**src/rtl/instruction_fetch_if.sv**
```systemverilog
// Instruction-fetch bus bundle: hazard-unit controls, instruction-memory
// port and the IF/ID pipeline register outputs.
// The master modport is the fetch stage; the slave modport is its environment
// (hazard unit, instruction memory and decoder).
interface instruction_fetch_if #(
  parameter int ADDR_W  = 32,
  parameter int INSTR_W = 16
);
  logic               stall;
  logic               redirect;
  logic [ADDR_W-1:0]  redirect_target;
  logic [ADDR_W-1:0]  imem_address;
  logic [INSTR_W-1:0] imem_instruction;
  logic [INSTR_W-1:0] if_id_instruction;
  logic [ADDR_W-1:0]  if_id_pc;
  logic               if_id_valid;

  modport master (
    input  stall,
    input  redirect,
    input  redirect_target,
    output imem_address,
    input  imem_instruction,
    output if_id_instruction,
    output if_id_pc,
    output if_id_valid
  );

  modport slave (
    output stall,
    output redirect,
    output redirect_target,
    input  imem_address,
    output imem_instruction,
    input  if_id_instruction,
    input  if_id_pc,
    input  if_id_valid
  );
endinterface

```
**src/rtl/instruction_fetch.sv**
```systemverilog
// Mini-MIPS instruction-fetch stage. Owns the PC, presents a word address to a
// synchronous (one-cycle latency) instruction memory and captures the returned
// instruction into the IF/ID register. Supports stalls (replay the in-flight
// address) and redirects (flush the wrong-path instruction, one bubble).
module instruction_fetch #(
  parameter int ADDR_W   = 32,
  parameter int INSTR_W  = 16,
  parameter int RESET_PC = 0
) (
  input logic              clk,
  input logic              rst_n,
  instruction_fetch_if.master bus
);

  localparam logic [ADDR_W-1:0] RESET_PC_W = ADDR_W'(RESET_PC);
  localparam logic [ADDR_W-1:0] PC_STEP    = ADDR_W'(1);

  // pc: next sequential address; fetch_pc: address presented last cycle,
  // whose data is on imem_instruction now; fetch_valid: that data is usable.
  logic [ADDR_W-1:0]  pc_q, pc_d;
  logic [ADDR_W-1:0]  fetch_pc_q, fetch_pc_d;
  logic               fetch_valid_q, fetch_valid_d;
  logic [INSTR_W-1:0] if_id_instr_q, if_id_instr_d;
  logic [ADDR_W-1:0]  if_id_pc_q, if_id_pc_d;
  logic               if_id_valid_q, if_id_valid_d;
  logic [ADDR_W-1:0]  imem_address_w;

  // Address mux: redirect first, then replay the in-flight address on stall,
  // otherwise the next sequential PC.
  always_comb begin
    imem_address_w = pc_q;
    if (bus.redirect) begin
      imem_address_w = bus.redirect_target;
    end else if (bus.stall) begin
      imem_address_w = fetch_pc_q;
    end
  end

  // Next-state: redirect flushes IF/ID and restarts at the target, stall
  // freezes everything, otherwise advance one instruction per cycle.
  always_comb begin
    pc_d          = pc_q;
    fetch_pc_d    = fetch_pc_q;
    fetch_valid_d = fetch_valid_q;
    if_id_instr_d = if_id_instr_q;
    if_id_pc_d    = if_id_pc_q;
    if_id_valid_d = if_id_valid_q;
    if (bus.redirect) begin
      pc_d          = bus.redirect_target + PC_STEP;
      fetch_pc_d    = bus.redirect_target;
      fetch_valid_d = 1'b1;
      if_id_valid_d = 1'b0;
    end else if (!bus.stall) begin
      if_id_instr_d = bus.imem_instruction;
      if_id_pc_d    = fetch_pc_q;
      if_id_valid_d = fetch_valid_q;
      fetch_pc_d    = pc_q;
      fetch_valid_d = 1'b1;
      pc_d          = pc_q + PC_STEP;
    end
  end

  // State registers; asynchronous reset discards any in-flight fetch.
  always_ff @(posedge clk or negedge rst_n) begin
    if (!rst_n) begin
      pc_q          <= RESET_PC_W;
      fetch_pc_q    <= '0;
      fetch_valid_q <= 1'b0;
      if_id_instr_q <= '0;
      if_id_pc_q    <= '0;
      if_id_valid_q <= 1'b0;
    end else begin
      pc_q          <= pc_d;
      fetch_pc_q    <= fetch_pc_d;
      fetch_valid_q <= fetch_valid_d;
      if_id_instr_q <= if_id_instr_d;
      if_id_pc_q    <= if_id_pc_d;
      if_id_valid_q <= if_id_valid_d;
    end
  end

  assign bus.imem_address      = imem_address_w;
  assign bus.if_id_instruction = if_id_instr_q;
  assign bus.if_id_pc          = if_id_pc_q;
  assign bus.if_id_valid       = if_id_valid_q;

endmodule

```
**src/flat_wrapper.sv**
```systemverilog
// flat-port wrapper written by rule: the top's interface ports become plain ports
module instruction_fetch_flat 
#(
  parameter int ADDR_W   = 32,
  parameter int INSTR_W  = 16,
  parameter int RESET_PC = 0
)
  (clk, rst_n, bus_stall, bus_redirect, bus_redirect_target, bus_imem_address, bus_imem_instruction, bus_if_id_instruction, bus_if_id_pc, bus_if_id_valid);
  instruction_fetch_if #(.ADDR_W(ADDR_W), .INSTR_W(INSTR_W)) bus_i ();
  input logic clk;
  input logic rst_n;
  input wire logic [$bits(bus_i.stall)-1:0] bus_stall;
  input wire logic [$bits(bus_i.redirect)-1:0] bus_redirect;
  input wire logic [$bits(bus_i.redirect_target)-1:0] bus_redirect_target;
  output wire logic [$bits(bus_i.imem_address)-1:0] bus_imem_address;
  input wire logic [$bits(bus_i.imem_instruction)-1:0] bus_imem_instruction;
  output wire logic [$bits(bus_i.if_id_instruction)-1:0] bus_if_id_instruction;
  output wire logic [$bits(bus_i.if_id_pc)-1:0] bus_if_id_pc;
  output wire logic [$bits(bus_i.if_id_valid)-1:0] bus_if_id_valid;
  assign bus_i.stall = bus_stall;
  assign bus_i.redirect = bus_redirect;
  assign bus_i.redirect_target = bus_redirect_target;
  assign bus_imem_address = bus_i.imem_address;
  assign bus_i.imem_instruction = bus_imem_instruction;
  assign bus_if_id_instruction = bus_i.if_id_instruction;
  assign bus_if_id_pc = bus_i.if_id_pc;
  assign bus_if_id_valid = bus_i.if_id_valid;
  instruction_fetch #(.ADDR_W(ADDR_W), .INSTR_W(INSTR_W), .RESET_PC(RESET_PC)) u_core (.clk(clk), .rst_n(rst_n), .bus(bus_i));
endmodule
```
**config.mk**
```make
export PLATFORM = sky130hd
export DESIGN_NAME = instruction_fetch_flat
export DESIGN_NICKNAME = d
export VERILOG_FILES = /design/src/rtl/instruction_fetch_if.sv /design/src/rtl/instruction_fetch.sv /design/src/flat_wrapper.sv
export SDC_FILE = /design/constraint.sdc
export NUM_CORES = 1
export LEC_CHECK = 0
export CAP_MARGIN = 40
export CORE_ASPECT_RATIO = 0.8
export CORE_MARGIN = 2
export CORE_UTILIZATION = 51
export DETAILED_ROUTE_END_ITERATION = 7
export PLACE_DENSITY = 0.84
export SETUP_SLACK_MARGIN = 0.05
export SYNTH_ARGS = -nofsm -noshare
export SYNTH_HDL_FRONTEND = slang
export SYNTH_SLANG_ARGS = --single-unit
```
**constraint.sdc**
```tcl
create_clock -name clk -period 2.83 [get_ports clk]
set_clock_uncertainty 0.1 [all_clocks]
set_input_delay 0.566 -clock clk [delete_from_list [all_inputs] [get_ports clk]]
set_output_delay 0.566 -clock clk [all_outputs]
set_load 0.1 [all_outputs]
```
==> impl_metrics.toml, run 1 <==
[run]
max_cap_violations = 0

[yosys]
netlist_area_um2 = 5969
most_common_flop_cell_mapped_by_yosys = "dfrtp_1"
yosys_warnings = 0
synth_register_bits = 114
synthesis.nets = 594
synth-seq-area-share = 0.4779
ys_async_sr_fraction = 1.000
synth_edf_count = 0
avgSynthCellArea_um2 = 11.03
syn_inst = 541
synth.distinct_cells = 46

[grt]
first_global_vias = 4828
grt_max_degree = 46
antenna_found_initial = 0
grt_pass1_wl_um = 24940
overflow = 0
grtUsageTotal = 0.2496

[pwr]
clock_power_frac = 0.319
p_comb_frac = 0.378
p_int_w = 0.003971
p_sw_w = 0.002739
power.density_nw_per_um2 = 757.9
p_leak_nw = 3.725
worst_vdd_ir_v = 0.0005219
power_share_of_the_sequential_group = 0.303
net_switching_share_of_the_total_power = 0.4082
fin_total_pwr_w = 0.006710

[cells_and_area]
num-nets-final = 744
area_growth_syn_to_fin_pct = 48.31
layout_cell_share_with_drive_strength_beyond_1 = 0.3722
fillers = 717
multi_input_area_um2 = 3322
final_non_filler_cell_total = 852
area.sequential_um2 = 2853
postLayoutCellArea_um2 = 8853
antenna_cells_inserted = 0

[placement]
placed_cells_incl_taps = 820
place.gp.congestion = 0.8331
post_detail_place_hpwl_um = 10760
placement.cell_area_um2 = 8259
port-buffer-count = 132

[setup_path]
critPathLaunchType = "input pin"
path_max_fanout = 10
crit_arrival_ns = 2.74
setup.worst_path.end_class = "flop"
critPathKind = "in2reg"
required_time_of_the_worst_setup_path_ns = 3.02

[timing]
slew_headroom = 0.5789
rsz0062_at_grt = "no"
drv_slew = 0
setup-violations-final = 0
clock.fmax_mhz = 391.8
post-route-min-period_ns = 2.552
worst_pin_slew_ns = 0.6301
min_period_over_period = 0.9018
finalHoldViolations = 0

[clocking]
tritoncts_num_sinks = 114
cts-root-to-sink-buffers = 2
cts_made_buffers = 17
ctsHoldBuffers = 0
ctsHtreeMaxLevel = 4
root_buffer = "clkbuf_16"
cts_post_setup_buffers_inserted = 0
insertion_delay_ns = 0.42
cts_tree = "done"
cts_resized = 0
clkSlewWorstSetupHoldPaths_ns = 0.05

[detailed_routing]
post-route-drc-count = 0
iteration_0_drc_markers = 195
drt-total-wl_um = 15030
detail_route.vias_per_cell = 5.543
dr_total_vias = 4723
detail-route-antenna-nets = 0
drt_pass1_iterations = 4
routedWlPerCell_um = 17.64

[floorplan]
die_area_um2 = 12590
floorplan.die.width_um = 125.0
placeableCoreArea_um2 = 11470
initial_utilization = 0.5203
pin_count = 133
rows = 35
die_height_um = 100.8

[run_status]
outcome = "completed"

[hold_path]
hold_path_class = "in2async"
## metrics by stage
| stage | util | setup slack (ns) | hold slack (ns) | setup TNS (ns) |
|---|---|---|---|---|
| 6_report | 0.7716 | 0.2778 | 0.05535 | 0 |
| 5_1_grt | 0.7716 | 0.1703 | 0.09290 | 0 |
| 4_1_cts | 0.7716 | 0.2824 | 0.07513 | 0 |
| 3_5_place_dp | 0.7198 | -0.07191 | 0.3617 | -0.2903 |
| 3_3_place_gp | 0.7198 | 0.04201 | 0.3525 | 0 |
| 2_1_floorplan | - | -0.1767 | 0.1704 | -1.610 |
## power groups by stage
| stage | Combinational (W) | Sequential (W) | Clock, W |
|---|---|---|---|
| floorplan | 0.000917 | 0.00294 | 0 |
| global placement | 0.00251 | 0.00204 | 0 |
| detailed placement | 0.00254 | 0.00205 | 0 |
| CTS | 0.00255 | 0.00203 | 0.00217 |
| global route | 0.00263 | 0.00206 | 0.00226 |
| finish | 0.00254 | 0.00203 | 0.00214 |
## sequential cells by signal, indices dropped and copies added (netlist names)
| signal | flops |
|---|---|
| u_core.bus.if_id_pc | 32 |
| u_core.fetch_pc_q | 32 |
| u_core.pc_q | 32 |
| u_core.bus.if_id_instruction | 16 |
| u_core.bus.if_id_valid | 1 |
| u_core.fetch_valid_q | 1 |
## critical path, cell delays in order
cell             delay (ns)
clkdlybuf4s50_1        0.50
nand2_2                0.09
o21ai_4                0.09
ha_4                   0.17
nand4_1                0.16
a22oi_2                0.29
nand4_4                0.22
buf_12                 0.22
nor3_2                 0.16
xnor2_1                0.16
mux2i_1                0.10
## cell type report
type | instances | share of cell area
well taps | 148 | 0.02092
clock buffers | 18 | 0.04847
multi-input cells | 387 | 0.3752
clock inverters | 14 | 0.01865
inverters | 9 | 0.003816
repair buffers | 162 | 0.2107
flip-flops and latches | 114 | 0.3222
## placed cells by master, fill, tap and decap left out, types with 6 or more instances in the layout
cell,synthesis,layout
dfrtp_1,114,114
buf_4,1,71
nand2_1,63,62
mux2i_1,55,55
xnor2_1,49,49
mux2_2,49,48
clkdlybuf4s50_1,0,48
buf_12,0,42
o21ai_4,0,23
clkbuf_16,0,17
nor2_1,19,15
o21ai_0,44,12
nand3_1,12,11
inv_1,9,9
o21ai_2,0,9
nand4_1,9,9
a21oi_1,8,7
nand3b_1,7,7
nor3_2,4,7
nor3_1,13,7
xor2_1,7,7
nand2b_1,6,6
## routing by layer
metal / share of wire / vias up / track usage
met2: 0.48 / 180 / 0.3955
li1: - / 2218 / -
met1: 0.44 / 2303 / 0.3390
met3: 0.067 / 22 / 0.06529
met5: 0 / - / 0
met4: 0.014 / 0 / 0.08205
## worst paths after layout
check | start | to | slack [ns] | cells past startpoint
setup / recovery | bus_redirect_target[1] | u_core.pc_q[22] | 0.28 | 11
hold / removal | rst_n | u_core.bus.if_id_pc[11] | 0.06 | 1
setup reg to reg | u_core.pc_q[1] | u_core.pc_q[22] | 0.46 | 10
hold reg to reg | u_core.fetch_valid_q | u_core.fetch_valid_q | 0.40 | 1
max in group asynchronous | rst_n | u_core.bus.if_id_instruction[11] | 1.75 | 2
min in group clk | u_core.fetch_valid_q | u_core.fetch_valid_q | 0.40 | 1
## kinds of logic (layout without fill, tap and decap cells)
| kind of cell | Yosys count | count (layout) | share of synthesized area |
|---|---|---|---|
| xor+xnor | 56 | 56 | 0.08216 |
| mux | 104 | 104 | 0.1847 |
| fa+ha+maj | 1 | 1 | 0.002096 |
| simple gates | 158 | 158 | 0.1469 |
| buf+inv | 40 | 203 | 0.03228 |
| flops | 114 | 114 | 0.4779 |
| compound gates | 68 | 68 | 0.07399 |
## Yosys cell counts, types with 2 or more instances
| library cell | count | area [µm²] |
|---|---|---|
| nor4_1 | 2 | 12.51 |
| a222oi_1 | 2 | 20.02 |
| mux2_2 | 49 | 551.8 |
| o22ai_1 | 2 | 12.51 |
| o21ai_0 | 44 | 220.2 |
| nand3b_1 | 7 | 52.55 |
| nor2b_1 | 2 | 12.51 |
| a22oi_2 | 3 | 37.54 |
| nand4_4 | 3 | 63.81 |
| o21ai_1 | 2 | 10.01 |
| nor3_1 | 13 | 65.06 |
| nor3b_1 | 2 | 15.01 |
| inv_1 | 9 | 33.78 |
| nand2_1 | 63 | 236.5 |
| a21oi_1 | 8 | 40.04 |
| nand3_2 | 2 | 20.02 |
| buf_2 | 7 | 35.03 |
| nand2b_1 | 6 | 37.54 |
| xnor2_1 | 49 | 429.2 |
| nor4_2 | 2 | 25.02 |
| nand4b_1 | 5 | 43.79 |
| nand3_1 | 12 | 60.06 |
| and2_1 | 2 | 12.51 |
| buf_6 | 4 | 45.04 |
| dfrtp_1 | 114 | 2853 |
| mux2i_1 | 55 | 550.5 |
| nand4_1 | 9 | 56.30 |
| buf_1 | 11 | 41.29 |
| nor2_1 | 19 | 71.32 |
| nor3_2 | 4 | 40.04 |
| clkbuf_1 | 8 | 30.03 |
| xor2_1 | 7 | 61.31 |
Power figures use the tool's default switching activity.
==> inputs of run 2 (changes only) <==
--- a/config.mk
+++ b/config.mk
@@ -9,6 +9,7 @@
 export CORE_ASPECT_RATIO = 0.8
 export CORE_MARGIN = 2
 export CORE_UTILIZATION = 51
+export CTS_CLUSTER_DIAMETER = 100
 export DETAILED_ROUTE_END_ITERATION = 7
 export PLACE_DENSITY = 0.84
 export SETUP_SLACK_MARGIN = 0.05
==> results of run 2 <==
No change in the layout: final DEF, timing and power equal those of run 1.
